$ cat config.mk
export PLATFORM = sky130hd
export DESIGN_NAME = uberclock_sweep_ctrl
export DESIGN_NICKNAME = d
export VERILOG_FILES = /design/src/rtl/uberclock_sweep_ctrl.sv
export SDC_FILE = /design/constraint.sdc
export NUM_CORES = 1
export LEC_CHECK = 0
export ABC_AREA = 1
export ABC_CLOCK_PERIOD_IN_PS = 5700
export CORE_MARGIN = 5
export CORE_UTILIZATION = 52
export DETAILED_ROUTE_END_ITERATION = 7
export PLACE_DENSITY_LB_ADDON = 0.08
export SLEW_MARGIN = 15
export SYNTH_ARGS = -nofsm -noshare
export SYNTH_HDL_FRONTEND = slang
export SYNTH_SLANG_ARGS = --single-unit
$ cat constraint.sdc
create_clock -name sys_clk -period 5.7 [get_ports sys_clk]
set_clock_uncertainty 0.1 [all_clocks]
set_input_delay 1.14 -clock sys_clk [delete_from_list [all_inputs] [get_ports sys_clk]]
set_output_delay 1.14 -clock sys_clk [all_outputs]
set_load 0.05 [all_outputs]
$ cat src/rtl/uberclock_sweep_ctrl.sv
// Steps the down-conversion phase increment through a programmed frequency list, settles, then dwell-accumulates I/Q.
// Result appears one cycle after the last dwell sample; valid/ready output stalls the sweep until the result is accepted.
module uberclock_sweep_ctrl #(
    parameter int PW   = 19,
    parameter int DW   = 16,
    parameter int ACCW = 32
) (
    input  logic                   sys_clk,
    input  logic                   rst_n,
    input  logic                   start,
    input  logic                   abort,
    input  logic [PW-1:0]          f_start,
    input  logic [PW-1:0]          f_step,
    input  logic [15:0]            n_steps,
    input  logic [15:0]            settle_samples,
    input  logic [15:0]            dwell_samples,
    input  logic                   ce_down,
    input  logic signed [DW-1:0]   data_x,
    input  logic signed [DW-1:0]   data_y,
    output logic [PW-1:0]          phase_inc_down,
    output logic                   busy,
    output logic                   done,
    output logic                   result_valid,
    input  logic                   result_ready,
    output logic [15:0]            result_idx,
    output logic signed [ACCW-1:0] result_sum_x,
    output logic signed [ACCW-1:0] result_sum_y
);

    localparam logic [1:0] S_IDLE   = 2'd0;
    localparam logic [1:0] S_SETTLE = 2'd1;
    localparam logic [1:0] S_DWELL  = 2'd2;
    localparam logic [1:0] S_OUTPUT = 2'd3;

    logic [1:0]             r_state;
    logic [PW-1:0]          r_f_step;
    logic [15:0]            r_n_steps;
    logic [15:0]            r_settle;
    logic [15:0]            r_dwell;
    logic [15:0]            r_idx;
    logic [15:0]            r_cnt;
    logic signed [ACCW-1:0] r_acc_x;
    logic signed [ACCW-1:0] r_acc_y;

    logic signed [ACCW-1:0] w_sum_x;
    logic signed [ACCW-1:0] w_sum_y;
    logic [16:0]            w_cnt_inc;
    logic                   w_settle_hit;
    logic                   w_dwell_hit;
    logic                   w_last_step;

    assign w_sum_x      = r_acc_x + {{(ACCW-DW){data_x[DW-1]}}, data_x};
    assign w_sum_y      = r_acc_y + {{(ACCW-DW){data_y[DW-1]}}, data_y};
    assign w_cnt_inc    = {1'b0, r_cnt} + 17'd1;
    assign w_settle_hit = (w_cnt_inc == {1'b0, r_settle});
    assign w_dwell_hit  = (w_cnt_inc == {1'b0, r_dwell});
    assign w_last_step  = (r_idx == r_n_steps - 16'd1);

    always_ff @(posedge sys_clk or negedge rst_n) begin
        if (!rst_n) begin
            r_state        <= S_IDLE;
            r_f_step       <= '0;
            r_n_steps      <= 16'd1;
            r_settle       <= '0;
            r_dwell        <= 16'd1;
            r_idx          <= '0;
            r_cnt          <= '0;
            r_acc_x        <= '0;
            r_acc_y        <= '0;
            phase_inc_down <= '0;
            busy           <= 1'b0;
            done           <= 1'b0;
            result_valid   <= 1'b0;
            result_idx     <= '0;
            result_sum_x   <= '0;
            result_sum_y   <= '0;
        end else begin
            done <= 1'b0;
            if (abort) begin
                // A pending result is dropped; phase increment stays where it was.
                r_state      <= S_IDLE;
                busy         <= 1'b0;
                result_valid <= 1'b0;
            end else begin
                case (r_state)
                    S_IDLE: begin
                        if (start) begin
                            r_f_step       <= f_step;
                            r_n_steps      <= (n_steps == 16'd0) ? 16'd1 : n_steps;
                            r_settle       <= settle_samples;
                            r_dwell        <= (dwell_samples == 16'd0) ? 16'd1 : dwell_samples;
                            phase_inc_down <= f_start;
                            r_idx          <= '0;
                            r_cnt          <= '0;
                            r_acc_x        <= '0;
                            r_acc_y        <= '0;
                            busy           <= 1'b1;
                            r_state        <= (settle_samples == 16'd0) ? S_DWELL : S_SETTLE;
                        end
                    end
                    S_SETTLE: begin
                        if (ce_down) begin
                            if (w_settle_hit) begin
                                r_cnt   <= '0;
                                r_acc_x <= '0;
                                r_acc_y <= '0;
                                r_state <= S_DWELL;
                            end else begin
                                r_cnt <= w_cnt_inc[15:0];
                            end
                        end
                    end
                    S_DWELL: begin
                        if (ce_down) begin
                            if (w_dwell_hit) begin
                                result_sum_x <= w_sum_x;
                                result_sum_y <= w_sum_y;
                                result_idx   <= r_idx;
                                result_valid <= 1'b1;
                                r_state      <= S_OUTPUT;
                            end else begin
                                r_acc_x <= w_sum_x;
                                r_acc_y <= w_sum_y;
                                r_cnt   <= w_cnt_inc[15:0];
                            end
                        end
                    end
                    S_OUTPUT: begin
                        if (result_valid && result_ready) begin
                            result_valid <= 1'b0;
                            if (w_last_step) begin
                                busy    <= 1'b0;
                                done    <= 1'b1;
                                r_state <= S_IDLE;
                            end else begin
                                r_idx          <= r_idx + 16'd1;
                                phase_inc_down <= phase_inc_down + r_f_step;
                                r_cnt          <= '0;
                                r_acc_x        <= '0;
                                r_acc_y        <= '0;
                                r_state        <= (r_settle == 16'd0) ? S_DWELL : S_SETTLE;
                            end
                        end
                    end
                    default: r_state <= S_IDLE;
                endcase
            end
        end
    end

endmodule
==> impl_metrics.yaml <==
run_status:
  status: "completed"
synth:
  ys_seq_elements: 267
  syn_avg_cell_area_sq_um: 7.001
  netlist.area_leader.share: 0.3734
  synth_edf_count: 0
  syn-num-nets: 2751
  yosysSeqAreaShare: 0.3763
  async_flop_share: 1.000
  yosys_warnings: 0
  yosysMostFrequentCell: "nand2_1"
  synthTopCellsByCount: "nand2_1, dfrtp_1, nor2_1"
  syn_area_sq_um: 17760
  yosysTopAreaCell: "dfrtp_1"
  ys_top_cells_by_area: "dfrtp_1, nand2_1, ha_1"
  synth_flop_cell: "dfrtp_1"
  ys_types: 50
  synth_cells: 2537
route:
  first_pass_iters: 5
  ant_nets: 0
  drt-total-wl_um: 52560
  drtIter0Drc: 1227
  drt-vias-per-instance: 5.487
  routedWlPerCell_um: 16.43
  via_count: 17550
  drc: 0
critical_path:
  worstSetupEndpoint: "r_acc_x[5]"
  timing.rr.start: "r_cnt[0]"
  worstPathMaxFanout: 46
  r2r_end: "r_acc_x[5]"
  crit_path_end_kind: "flip-flop"
  cp-start-kind: "flip-flop"
  reg2reg_depth: 15
  path_class: "reg2reg"
  required_ns: 6.11
  arrival_ns: 4.30
  startpoint: "r_cnt[0]"
  r2r_setup_slack_ns: 1.81
cts:
  ctsResizeCount: 0
  clock_path_buffers: 3
  cts_tree: "yes"
  cts_max_level: 1
  cts_buffers: 31
  cts.sinks: 267
  cts_setup_buffers: 0
  clk_pin_slew_worst_paths_ns: 0.06
  cts.root.buffer_cell: "clkbuf_16"
  cts.hold.buffers_added: 0
  clk_latency_ns: 0.59
cells_and_area:
  final_layout_size_suffix_gt1_frac: 0.03564
  antenna_cells: 0
  final_nets: 2940
  syn2layout_area_growth_pct: 20.38
  design_area_sq_um: 21380
floorplan:
  die_y_um: 194.8
  dieArea_sq_um: 37950
  start_util: 0.5283
  fp.dieW_um: 194.8
  ioPinCount: 226
  core_area_sq_um: 33620
  rows: 67
placed_design:
  gp_congestion: 0.9299
  placed_area_sq_um: 20300
  dp_hpwl_um: 38630
  port_buffers: 225
global_routing:
  antenna_found_initial: 0
  grt_max_degree: 157
  grt_usage: 0.2687
  overflow: 0
  grt_pass1_vias: 16800
  grt_pass1_wl_um: 85590
power:
  powerDensity_nw_per_um2: 397.6
  fin_total_pwr_mw: 8.500
  vdd_ir_drop_max_v: 0.0003792
  total_leakage_power_nw: 10.41
sta:
  setup_viol: 0
  fin_tns_setup_ns: 0
  hold_slack_ns: 0.3737
  hold_viol_final: 0
  relSlewSlack: 0.2908
  finalCritPeriodShare: 0.6818
  period_needed_ns: 3.886
  worst_pin_slew_ns: 1.063
  rsz0062_at_grt: "false"
  finalMaxSlewViolations: 0
  fmax_mhz: 257.3
hold_path:
  hold_path_class: "in2async"
run:
  drv_cap: 0
## worst min path at each step
stage | startpoint | to | slack [ns] | cells past startpoint
6_report | rst_n | r_acc_y[6] | 0.37 | 1
3_5_place_dp | r_acc_y[20] | r_acc_y[20] | 0.37 | 2
4_1_cts | rst_n | result_sum_y[6] | 0.36 | 1
3_3_place_gp | r_acc_y[13] | r_acc_y[13] | 0.36 | 2
5_1_grt | rst_n | result_sum_y[6] | 0.38 | 1
2_1_floorplan | r_acc_x[0] | r_acc_x[0] | 0.35 | 2
## sequential cells by signal, summed over array words and instances, names as in the netlist
name / cells
r_acc_x: 32
r_acc_y: 32
result_sum_x: 32
result_sum_y: 32
phase_inc_down: 19
r_f_step: 19
r_cnt: 16
r_dwell: 16
r_idx: 16
r_n_steps: 16
r_settle: 16
result_idx: 16
r_state: 2
busy: 1
done: 1
result_valid: 1
## layout by cell type, fill, tap and decap left out, drive strengths merged, types with 3 or more instances in the layout
master         Yosys  layout
o31ai              4       4
clkbuf            36      38
nor2             262     262
nand3b             9       9
nand2            817     817
fa                 3       3
a21o               9       9
xor2              37      37
dfrtp            265     265
nand3            206     206
clkinvlp           0       3
o21ai            242     242
a21boi             6       6
buf               44      12
o21bai            17      17
clkinv             1      11
a21oi             95      95
nand4             41      41
nor3              24      24
xnor2             45      45
nor4              16      16
ha                87      87
clkdlybuf4s50      0     224
inv              226     227
o221ai             3       3
or2               12      12
a31oi             13      13
bufinv             0       5
## metrics by stage
stage,setup WS (ns),instances,util
final,1.814,3198,0.6360
after CTS,1.868,3198,0.6360
after global routing,1.447,3198,0.6360
after floorplan,2.377,2537,-
after global placement,1.391,3141,0.6039
after detailed placement,1.324,3141,0.6039
## critical path, cell delays in order, from the launching register on
cell	delay [ns]
dfrtp_1	0.53
ha_1	0.27
nand2_2	0.12
nor2_4	0.19
nand2_1	0.09
inv_1	0.08
nand3_1	0.18
nand2_1	0.19
xor2_1	0.19
nor3_2	0.08
nand3_1	0.09
nand2_2	0.25
nor2_8	0.57
buf_4	0.57
nand3_1	0.15
nand2_1	0.11
## power breakdown
part	switching [mW]	internal, mW	leakage, nW
registers	0.322	2.29	3.58
clock network	0.849	1.27	0.529
logic	2.53	1.23	6.29
total	3.70	4.80	10.4
## final cells by class
cell class                 instances  area [sq um]
clock buffer                      38         842.1
clock inverter                    19         239.0
fill                            3101         12240
inverter                         227         852.1
multi-input combinational       1963          9838
sequential                       267          6684
tap                              448         560.5
timing repair buffer             236          2365
## per-layer routing
| metal | track usage | share of wire | wire length (um) |
|---|---|---|---|
| met5 | 0 | 0 | 0 |
| met4 | 0.06672 | 0.025 | 1321 |
| met3 | 0.03566 | 0.062 | 3258 |
| met2 | 0.4358 | 0.45 | 23900 |
| met1 | 0.3844 | 0.46 | 24080 |
## cells by family (layout without fill, tap and decap cells)
logic type,count (synthesis),after routing,synth area share
multiplexers,1,1,0.0005636
adder cells (fa/ha/maj),90,90,0.06467
buffers and inverters,307,520,0.07031
flip-flops,267,267,0.3763
AND/OR/NAND/NOR,1390,1390,0.3265
AO/OA/AOI/OAI,400,400,0.1212
XOR/XNOR,82,82,0.04044
Note: power is estimated with default switching activity, not from simulation.
